===== config.mk =====
export PLATFORM = sky130hd
export DESIGN_NAME = serial_add_ctrl_flat
export DESIGN_NICKNAME = d
export VERILOG_FILES = /design/src/rtl/serial_add_ctrl_if.sv /design/src/rtl/serial_add_ctrl.sv /design/src/flat_wrapper.sv
export SDC_FILE = /design/constraint.sdc
export NUM_CORES = 1
export LEC_CHECK = 0
export ABC_AREA = 1
export BUFFER_PORTS_ARGS = -buffer_cell sky130_fd_sc_hd__clkbuf_2
export CORE_MARGIN = 10
export CORE_UTILIZATION = 54
export DETAILED_ROUTE_END_ITERATION = 16
export PLACE_DENSITY = 0.78
export SLEW_MARGIN = 5
export SYNTH_ARGS = -nofsm -noshare
export SYNTH_HDL_FRONTEND = slang
export SYNTH_HIERARCHICAL = 1
export SYNTH_SLANG_ARGS = --single-unit

===== constraint.sdc =====
create_clock -name clk -period 1.6 [get_ports clk]
set_clock_uncertainty 0.1 [all_clocks]
set_input_delay 0.08 -clock clk [delete_from_list [all_inputs] [get_ports clk]]
set_output_delay 0.08 -clock clk [all_outputs]
set_load 0.005 [all_outputs]

===== src/rtl/serial_add_ctrl_if.sv =====
// rtl/serial_add_ctrl_if.sv - start/operand/result bundle for the bit-serial add/sub engine
interface serial_add_ctrl_if #(
  parameter int WIDTH = 8
);
  logic             start;
  logic             sub;
  logic [WIDTH-1:0] a;
  logic [WIDTH-1:0] b;
  logic             busy;
  logic             done;
  logic [WIDTH-1:0] result;
  logic             cout;
  logic             ovf;

  modport master (
    output start, sub, a, b,
    input  busy, done, result, cout, ovf
  );

  modport slave (
    input  start, sub, a, b,
    output busy, done, result, cout, ovf
  );
endinterface


===== src/rtl/serial_add_ctrl.sv =====
// rtl/serial_add_ctrl.sv - bit-serial add/subtract sequencer around a single full-adder cell
module fulladder (
  input  logic a,
  input  logic b,
  input  logic cin,
  output logic s,
  output logic co
);
  assign s  = a ^ b ^ cin;
  assign co = (a & b) | (a & cin) | (b & cin);
endmodule

module serial_add_ctrl #(
  parameter int WIDTH = 8
) (
  input  logic               clk,
  input  logic               rst_n,
  serial_add_ctrl_if.slave   bus
);
  localparam int CW = $clog2(WIDTH);

  typedef enum logic [1:0] {
    IDLE = 2'd0,
    RUN  = 2'd1,
    DONE = 2'd2
  } state_t;

  state_t           state_q, state_d;
  logic             load;
  logic             last;
  logic [WIDTH-1:0] a_sh, b_sh, s_sh;
  logic             carry_q;
  logic [CW-1:0]    cnt;
  logic [WIDTH-1:0] result_q;
  logic             cout_q;
  logic             ovf_q;
  logic             fa_s, fa_c;

  fulladder u_fa (
    .a   (a_sh[0]),
    .b   (b_sh[0]),
    .cin (carry_q),
    .s   (fa_s),
    .co  (fa_c)
  );

  assign last = (cnt == CW'(WIDTH - 1));

  always_comb begin
    state_d = state_q;
    load    = 1'b0;
    case (state_q)
      IDLE: begin
        if (bus.start) begin
          state_d = RUN;
          load    = 1'b1;
        end
      end
      RUN: begin
        if (last) state_d = DONE;
      end
      DONE: begin
        if (bus.start) begin
          state_d = RUN;
          load    = 1'b1;
        end else begin
          state_d = IDLE;
        end
      end
      default: state_d = IDLE;
    endcase
  end

  always_ff @(posedge clk) begin
    if (!rst_n) begin
      state_q  <= IDLE;
      a_sh     <= '0;
      b_sh     <= '0;
      s_sh     <= '0;
      carry_q  <= 1'b0;
      cnt      <= '0;
      result_q <= '0;
      cout_q   <= 1'b0;
      ovf_q    <= 1'b0;
    end else begin
      state_q <= state_d;
      if (load) begin
        // subtraction is a + ~b + 1, the +1 entering as the initial carry
        a_sh    <= bus.a;
        b_sh    <= bus.sub ? ~bus.b : bus.b;
        carry_q <= bus.sub;
        cnt     <= '0;
      end else if (state_q == RUN) begin
        a_sh    <= a_sh >> 1;
        b_sh    <= b_sh >> 1;
        s_sh    <= {fa_s, s_sh[WIDTH-1:1]};
        carry_q <= fa_c;
        cnt     <= cnt + CW'(1);
        if (last) begin
          // carry_q here is the carry into the MSB
          result_q <= {fa_s, s_sh[WIDTH-1:1]};
          cout_q   <= fa_c;
          ovf_q    <= carry_q ^ fa_c;
        end
      end
    end
  end

  assign bus.busy   = (state_q == RUN);
  assign bus.done   = (state_q == DONE);
  assign bus.result = result_q;
  assign bus.cout   = cout_q;
  assign bus.ovf    = ovf_q;
endmodule


===== src/flat_wrapper.sv =====
// flat-port wrapper written by rule: the top's interface ports become plain ports
module serial_add_ctrl_flat 
#(
  parameter int WIDTH = 8
)
  (clk, rst_n, bus_start, bus_sub, bus_a, bus_b, bus_busy, bus_done, bus_result, bus_cout, bus_ovf);
  serial_add_ctrl_if #(.WIDTH(WIDTH)) bus_i ();
  input  logic clk;
  input  logic rst_n;
  input wire logic [$bits(bus_i.start)-1:0] bus_start;
  input wire logic [$bits(bus_i.sub)-1:0] bus_sub;
  input wire logic [$bits(bus_i.a)-1:0] bus_a;
  input wire logic [$bits(bus_i.b)-1:0] bus_b;
  output wire logic [$bits(bus_i.busy)-1:0] bus_busy;
  output wire logic [$bits(bus_i.done)-1:0] bus_done;
  output wire logic [$bits(bus_i.result)-1:0] bus_result;
  output wire logic [$bits(bus_i.cout)-1:0] bus_cout;
  output wire logic [$bits(bus_i.ovf)-1:0] bus_ovf;
  assign bus_i.start = bus_start;
  assign bus_i.sub = bus_sub;
  assign bus_i.a = bus_a;
  assign bus_i.b = bus_b;
  assign bus_busy = bus_i.busy;
  assign bus_done = bus_i.done;
  assign bus_result = bus_i.result;
  assign bus_cout = bus_i.cout;
  assign bus_ovf = bus_i.ovf;
  serial_add_ctrl #(.WIDTH(WIDTH)) u_core (.clk(clk), .rst_n(rst_n), .bus(bus_i));
endmodule

---- Word-level counts from Yosys, hierarchy flattened ----
Cells that the tools add are included.
word-level totals
  register bits after elaboration ......... 40
  logic and storage cells ................. 46
operators by class
  bitwise operators ....................... 11
  reductions and logical operators ........ 7
  equal/unequal tests ..................... 5
  $add $sub $neg .......................... 1
  mux-type cells .......................... 13
operators with widths
  cell                                                                    count
  8-bit 2-to-1 mux                                                        5
  8-bit inverter                                                          1
  2-bit case mux with 3 select lines                                      1
  1-bit 2-to-1 mux                                                        5
  2-bit 2-to-1 mux                                                        2
  2-bit AND reduction                                                     2
  2-bit OR reduction                                                      2
  3-bit by 1-bit adder with 3-bit output (second input constant)          1
  1-bit AND                                                               3
  3-bit equality test (second input constant)                             1
  3-bit AND reduction                                                     1
  1-bit XOR                                                               3
  2-bit by 1-bit equality test with 1-bit output (second input constant)  1
  2-bit equality test (second input constant)                             1
  2-bit logical NOT                                                       1
  2-bit by 1-bit != test with 1-bit output (second input constant)        1
  2-bit != test (second input constant)                                   1
  1-bit inverter                                                          2
  1-bit bitwise OR                                                        2
  2-bit nonzero test                                                      1

---- Logic depth before layout (Yosys ltp) ----
Gate-level depths: netlist (run 1).
  depth in word-level cells ............... 5
  mapped depth ............................ 7
  gate-level depth less buffers ........... 7

---- Modules after synthesis ----
The synthesis (run 1) kept the hierarchy.
by module, submodules not included
  module           instances  cells an instance  area an instance (µm²)
  serial_add_ctrl  1          237                1775.5
  fulladder        1          1                  20.0

---- Worst setup path after synthesis (run 1) ----
OpenSTA, ideal clock, no wires.
  path kind ............................... register to register
  from .................................... register u_core.a_sh[0]
  to ...................................... register u_core.ovf_q (netlist: u_core/bus.ovf)
  arrival time ............................ 1071 ps
  required time ........................... 1384 ps
  stages on the path, launching flop included .. 5
  path slack .............................. 313 ps
  path buffers ............................ 0
  period minus slack after synthesis ...... 1287 ps
  cell sequence ........................... dfxtp_1 -> fa_1 -> xor2_1 -> nor2_1 -> nor2_1
on the way
  word-level cells in the longest chain between the ends .. 4
  elaborated cells on any way between the ends .. 5
RTL lines
  item                             RTL line                RTL
  start, declared                  serial_add_ctrl.sv:31   logic [WIDTH-1:0] a_sh, b_sh, s_sh;
  start signal, assigned           serial_add_ctrl.sv:89   a_sh <= bus.a;
  start signal, assigned           serial_add_ctrl.sv:94   a_sh <= a_sh >> 1;
  1-bit AND                        serial_add_ctrl.sv:10   assign co = (a & b) | (a & cin) | (b & cin);
  1-bit bitwise OR * (2 in a row)  serial_add_ctrl.sv:10
  named net u_core.fa_c            serial_add_ctrl.sv:37   logic fa_s, fa_c;
  1-bit XOR *                      serial_add_ctrl.sv:103  ovf_q <= carry_q ^ fa_c;
  end signal, assigned             serial_add_ctrl.sv:103
  end, declared                    serial_add_ctrl.sv:36   logic ovf_q;
The timed path passes the listed nets; every way through them passes the cells marked *.
A chain may end at the register's enable or synchronous reset.

---- Final worst setup path (run 1) ----
  from .................................... register u_core.cnt[0]
  to ...................................... register u_core.result_q[1] (netlist: u_core/bus.result[1])
on the way
  word-level cells in the longest chain between the ends .. 2
RTL lines
  item                           RTL line                RTL
  start, declared                serial_add_ctrl.sv:33   logic [CW-1:0] cnt;
  start signal, assigned         serial_add_ctrl.sv:98   cnt <= cnt + CW'(1);
  3-bit equality test            serial_add_ctrl.sv:47   assign last = (cnt == CW'(WIDTH - 1));
  3-bit AND reduction (no line)  --
  end signal, assigned           serial_add_ctrl.sv:101  result_q <= {fa_s, s_sh[WIDTH-1:1]};
  end, declared                  serial_add_ctrl.sv:34   logic [WIDTH-1:0] result_q;
No other way between the ends.

==> results.ini, run 1 <==
[run_status]
run_status = finished, final reports clean

[drt]
via_count = 1583
drtAntennaViolNets = 0
finalWirelength_um = 3830
firstDrtPassIters = 4
post_drt_wl_per_cell_um = 11.6
drc_errors = 0
viasPerCell = 4.80
drt_iter0_markers = 116

[setup_path]
startpoint_type = register
crit_top_cell = ha_1
crit_slowest_cell = dfxtp_1
crit_required_ns = 1.73
r2r_end = u_core/bus.result[1]
critPathMaxFanout = 6
reg2reg_from = u_core/cnt[0]
worstPathCellList = ha_1 -> ha_1 -> inv_1 -> nor2_4 -> buf_4 -> o21ai_0 -> nor2_1
critPathMaxStageDelay_ns = 0.34
critPathKind = register to register
worst_ep_arrival_time_ns = 1.61
rrSetupSlack_ns = 0.13
r2r_cells = 7
worstSetupEndpointType = register

[sta]
fin_crit_sh_pct = 92.1
rsz0062_at_grt = false
slew_violations = 0
tightest_slew_ns = 0.441
setup_violations = 0
hold_viol_final = 0
fmax_ghz = 0.679
slew_headroom_pct = 70.6
min_period_ns = 1.47
tns_ns = 0

[floorplan]
core_area_um2 = 3130
io_pins = 32
die_area_um2 = 6030
num_rows = 20
start_util_pct = 57.4
die_h_um = 77.7
die_x_um = 77.7

[clock_tree]
clk_latency_ns = 0.35
cts_buffers = 5
clk_pin_slew_ns = 0.12
clockRootBuffer = clkbuf_4
htreeDepth = 2
cts_resized = 0
cts.sinks = 39
clockBufferDepth = 2
cts_tree = built

[yosys]
synthDistinctLibCells = 26
syn-num-nets = 261
synth_top_area_share_pct = 43.5
synth_top_area_cell = dfxtp_1
synth_seq_area_share_pct = 43.5
synth_area_per_cell_um2 = 7.54
synth_seq_cells = 39
syn_inst = 238
netlist_top_cells_area = dfxtp_1, nand2_1, nor2_1
syn_area_um2 = 1800
yosysWarnings = 6

[placement]
port_buffers = 31
dp.cells = 308
dp_hpwl_um = 2640
gp_congestion = 0.731

[layout]
layout_commonest_cell = nand2_1
stdcell_count = 330
synthToLayoutAreaGrowth_pct = 22.1
final_cell_mix = nand2_1, nor2_1, dfxtp_1, clkbuf_2, inv_1
drive_gt1_share_pct = 24.8
nets = 308
finish.utilization_pct = 70.1
antenna_cells = 0

[global_routing]
grt.total_usage_pct = 13.4
first_global_vias = 1561
grt_start_max_net_pins = 20
antenna_found_initial = 0
grt-ovfl-total = 0
grt_pass1_wl_um = 6890

[min_path]
hold_class = input pin to register
worstHoldStart = bus_b[0]
hold_path_end = u_core/b_sh[0]
min_path_cells = 7

[power]
p_leak_nw = 1.12
irDropWorstVdd_v = 0.000671
power_density_nw_per_um2 = 994

[job]
drv_cap = 0

==> layout make-up <==
cell class	count	area [um2]
Inverter	26	97.6
Clock buffer	6	41.3
Timing Repair Buffer	48	305
Tap cell	44	55.1
Multi-Input combinational cell	165	852
Fill cell	268	936
Sequential cell	39	781
Clock inverter	2	60.1
==> sequential cells by signal, summed over array words and instances (netlist names) <==
name               count
u_core/a_sh            8
u_core/b_sh            8
u_core/bus.cout        1
u_core/bus.ovf         1
u_core/bus.result      8
u_core/carry_q         1
u_core/cnt             3
u_core/s_sh            7
u_core/state_q         2
==> metal layers <==
layer	wire [um]	up-vias	GRT usage, %
li1	-	840	-
met1	1700	709	15.1
met2	1860	28	23.4
met3	228	6	4.49
met4	46	0	3.65
met5	0	-	0
==> stage by stage <==
step                hold WS (ns)  power (mW)  cell area (um2)  setup WS (ns)
detailed placement         0.240        1.37             1960          0.161
floorplan                  0.116        1.30             1800          0.313
CTS                       0.0150        2.18             2150         0.0474
global route              0.0553        2.29             2190         0.0367
global placement           0.232        1.36             1960          0.199
finish                    0.0211        2.18             2190          0.127
==> power breakdown <==
group | internal, mW | leakage [nW] | switching [mW]
combinational | 0.131 | 0.752 | 0.181
sequential | 1.03 | 0.319 | 0.0361
clock | 0.488 | 0.0525 | 0.317
==> timing repair <==
| item | CTS | global route |
|---|---|---|
| buffers inserted | 0 | 5 |
| hold buffers | 9 | 0 |
| endpoints found under the setup margin | 0 | 9 |
| hold endpoints to repair | 9 | 0 |
==> cells in the mapped netlist (all sizes together) <==
library cell,count
a211oi,2
a21oi,8
buf,6
clkbuf,2
dfxtp,39
fa,1
ha,2
inv,26
nand2,60
nand3,17
nor2,43
nor3,7
o21ai,22
or2,1
xor2,2
==> critical path: cells and delay by family, from the launching register on <==
| family | cells | cell delay (ns) |
|---|---|---|
| buffers and inverters | 2 | 0.26 |
| DFF | 1 | 0.34 |
| adders and majority gates | 2 | 0.37 |
| AOI/OAI and AO/OA | 1 | 0.15 |
| and+or+nand+nor | 2 | 0.13 |
==> how the worst max path moves through the flow <==
stage	end	depth (start not counted)	slack, ns	startpoint
global placement	u_core/bus.cout	7	0.20	u_core/cnt[0]
CTS	bus_busy	3	0.05	u_core/state_q[0]
finish	u_core/bus.result[1]	7	0.13	u_core/cnt[0]
floorplan	u_core/bus.ovf	4	0.31	u_core/a_sh[0]
detailed placement	u_core/bus.result[3]	7	0.16	u_core/cnt[0]
global route	u_core/bus.result[1]	7	0.04	u_core/cnt[0]
==> cells by family after synthesis <==
group,share of synthesized area [%]
simple gates,34.5
flops,43.5
buf+inv,9.06
compound gates,9.48
fa+ha+maj,2.51
xor+xnor,0.976
No activity file was read; power rests on OpenSTA's default activity.
==> run 2, diff against run 1 <==
--- a/config.mk
+++ b/config.mk
@@ -7,6 +7,7 @@
 export LEC_CHECK = 0
 export ABC_AREA = 1
 export BUFFER_PORTS_ARGS = -buffer_cell sky130_fd_sc_hd__clkbuf_2
+export CAP_MARGIN = 20
 export CORE_MARGIN = 10
 export CORE_UTILIZATION = 54
 export DETAILED_ROUTE_END_ITERATION = 16
==> constraint.sdc (replaced) <==
create_clock -name clk -period 1.65 [get_ports clk]
set_clock_uncertainty 0.1 [all_clocks]
set_input_delay 0.0825 -clock clk [delete_from_list [all_inputs] [get_ports clk]]
set_output_delay 0.0825 -clock clk [all_outputs]
set_load 0.005 [all_outputs]
==> results.ini, run 2 (synthesized netlist as in run 1, its figures left out) <==
[sta]
hold_viol_final = 0  ; unchanged
setup_violations = 0  ; unchanged
rsz0062_at_grt = false
tightest_slew_ns = 0.405  ; -0.0359 ns
min_period_ns = 1.55
slew_violations = 0  ; unchanged
slew_headroom_pct = 73.0  ; +2.4 points
fin_crit_sh_pct = 93.8
finalWorstSetupSlack_ns = 0.102  ; -0.0246 ns
fmax_ghz = 0.646
tns_ns = 0  ; unchanged

[drt]
firstDrtPassIters = 4  ; unchanged
via_count = 1557  ; -1.6%
viasPerCell = 4.81  ; +0.18%
drt_iter0_markers = 90  ; -22%
post_drt_wl_per_cell_um = 11.9  ; +2.1%
drtAntennaViolNets = 0  ; unchanged
finalWirelength_um = 3840  ; +0.29%
drc_errors = 0  ; unchanged

[setup_path]
r2r_end = u_core/bus.result[1]
critPathKind = register to output pin
worstPathCellList = inv_2 -> nor2_8 -> clkbuf_2
critPathMaxFanout = 19  ; +13
worstSetupEndpointType = output pin
r2r_cells = 7  ; unchanged
critical-path-top-delay-family = flip-flops
rrSetupSlack_ns = 0.18  ; +0.05 ns
reg2reg_from = u_core/cnt[0]
critPathMaxStageDelay_ns = 0.46  ; +0.12 ns
crit_slowest_cell = dfxtp_1
critPathBufInv = 2  ; unchanged
startpoint_type = register
crit_required_ns = 1.47  ; -0.26 ns
worst_ep_arrival_time_ns = 1.37  ; -0.24 ns

[layout]
synthToLayoutAreaGrowth_pct = 16.9
fillers = 271  ; +1.1%
multi_input_area_um2 = 852  ; unchanged
finish.utilization_pct = 67.1  ; -3.0 points
final_cell_mix = nand2_1, nor2_1, dfxtp_1, clkbuf_2, inv_1
layout_commonest_cell = nand2_1
antenna_cells = 0  ; unchanged
drive_gt1_share_pct = 23.2  ; -1.6 points
seq_area_um2 = 781  ; unchanged
nets = 302  ; -1.9%

[clock_tree]
clk_latency_ns = 0.34  ; about the same
clockBufferDepth = 2  ; unchanged
htreeDepth = 2  ; unchanged
post_cts_buffers = 0  ; unchanged
clockRootBuffer = clkbuf_4
cts.sinks = 39  ; unchanged
cts_buffers = 5  ; unchanged
clk_pin_slew_ns = 0.11  ; about the same
cts_tree = built

[power]
p_leak_nw = 1.07  ; -4.8%
power_density_nw_per_um2 = 856  ; -14%
total_power_mw = 1.80  ; -18%
irDropWorstVdd_v = 0.000594  ; -11%

[run_status]
run_status = finished, final reports clean

[floorplan]
io_pins = 32  ; unchanged
die_area_um2 = 6030  ; unchanged
start_util_pct = 57.4  ; unchanged
num_rows = 20  ; unchanged
die_h_um = 77.7  ; unchanged
die_x_um = 77.7  ; unchanged
core_area_um2 = 3130  ; unchanged

[placement]
dp_hpwl_um = 2650  ; +0.53%
gp_congestion = 0.730  ; about the same
pre_cts_slack_ns = 0.209  ; +0.0474 ns
port_buffers = 31  ; unchanged

[min_path]
worstHoldStart = bus_b[1]
min_path_cells = 7  ; unchanged
hold_path_end = u_core/b_sh[1]
hold_class = input pin to register

[global_routing]
grt.total_usage_pct = 13.5  ; +0.085 points
grt-ovfl-total = 0  ; unchanged
grt_start_max_net_pins = 20  ; unchanged
antenna_found_initial = 0  ; unchanged
first_global_vias = 1561  ; unchanged
grt_pass1_wl_um = 6940  ; +0.80%

[job]
drv_cap = 0  ; unchanged

-- run 2: final cells by class --
class / instances / area share, %
multi-input cells: 165 / 40.6
well taps: 44 / 2.62
repair buffers: 42 / 12.4
flip-flops and latches: 39 / 37.2
inverters: 26 / 4.65
clock inverters: 2 / 0.596
clock buffers: 6 / 1.97
-- run 2: worst max path at each step --
stage               cells past startpoint  slack, ns         endpoint         startpoint
CTS                                     3       0.08         bus_busy  u_core/state_q[0]
detailed placement                      7       0.21  u_core/bus.cout      u_core/cnt[0]
global route                            3       0.02         bus_busy  u_core/state_q[0]
floorplan                               4       0.36   u_core/bus.ovf     u_core/a_sh[0]
global placement                        7       0.25  u_core/bus.cout      u_core/cnt[0]
finish                                  3       0.10         bus_busy  u_core/state_q[0]
-- run 2: where the power goes --
| part | total, mW | switching (mW) | internal, mW | leakage, nW |
|---|---|---|---|---|
| Combinational | 0.293 | 0.177 | 0.116 | 0.722 |
| Clock | 0.473 | 0.309 | 0.164 | 0.0282 |
| Sequential | 1.03 | 0.0346 | 0.996 | 0.319 |
-- run 2: timing repair --
item,CTS,global route
gates resized for setup,0,0
endpoints found under the hold margin,9,0
hold buffers,9,0
-- run 2: metrics by stage --
stage          cell area (um2)  hold WS [ns]  cells
2_1_floorplan             1800         0.118    238
3_5_place_dp              1960         0.248    307
4_1_cts                   2100        0.0196    324
3_3_place_gp              1960         0.235    307
6_report                  2100        0.0279    324
5_1_grt                   2100        0.0542    324
-- run 2: layer usage --
metal	track usage, %	wire [um]
met5	0	0
met1	15.0	1780
met4	5.11	53
met2	22.9	1780
met3	4.84	223
-- run 2: worst reg2reg max path, delay by kind of cell, from the launching register on --
kind / cells / cell delay [ns]
adder cells (fa/ha/maj): 2 / 0.29
buffers and inverters: 2 / 0.21
AND/OR/NAND/NOR: 3 / 0.41
flip-flops: 1 / 0.37
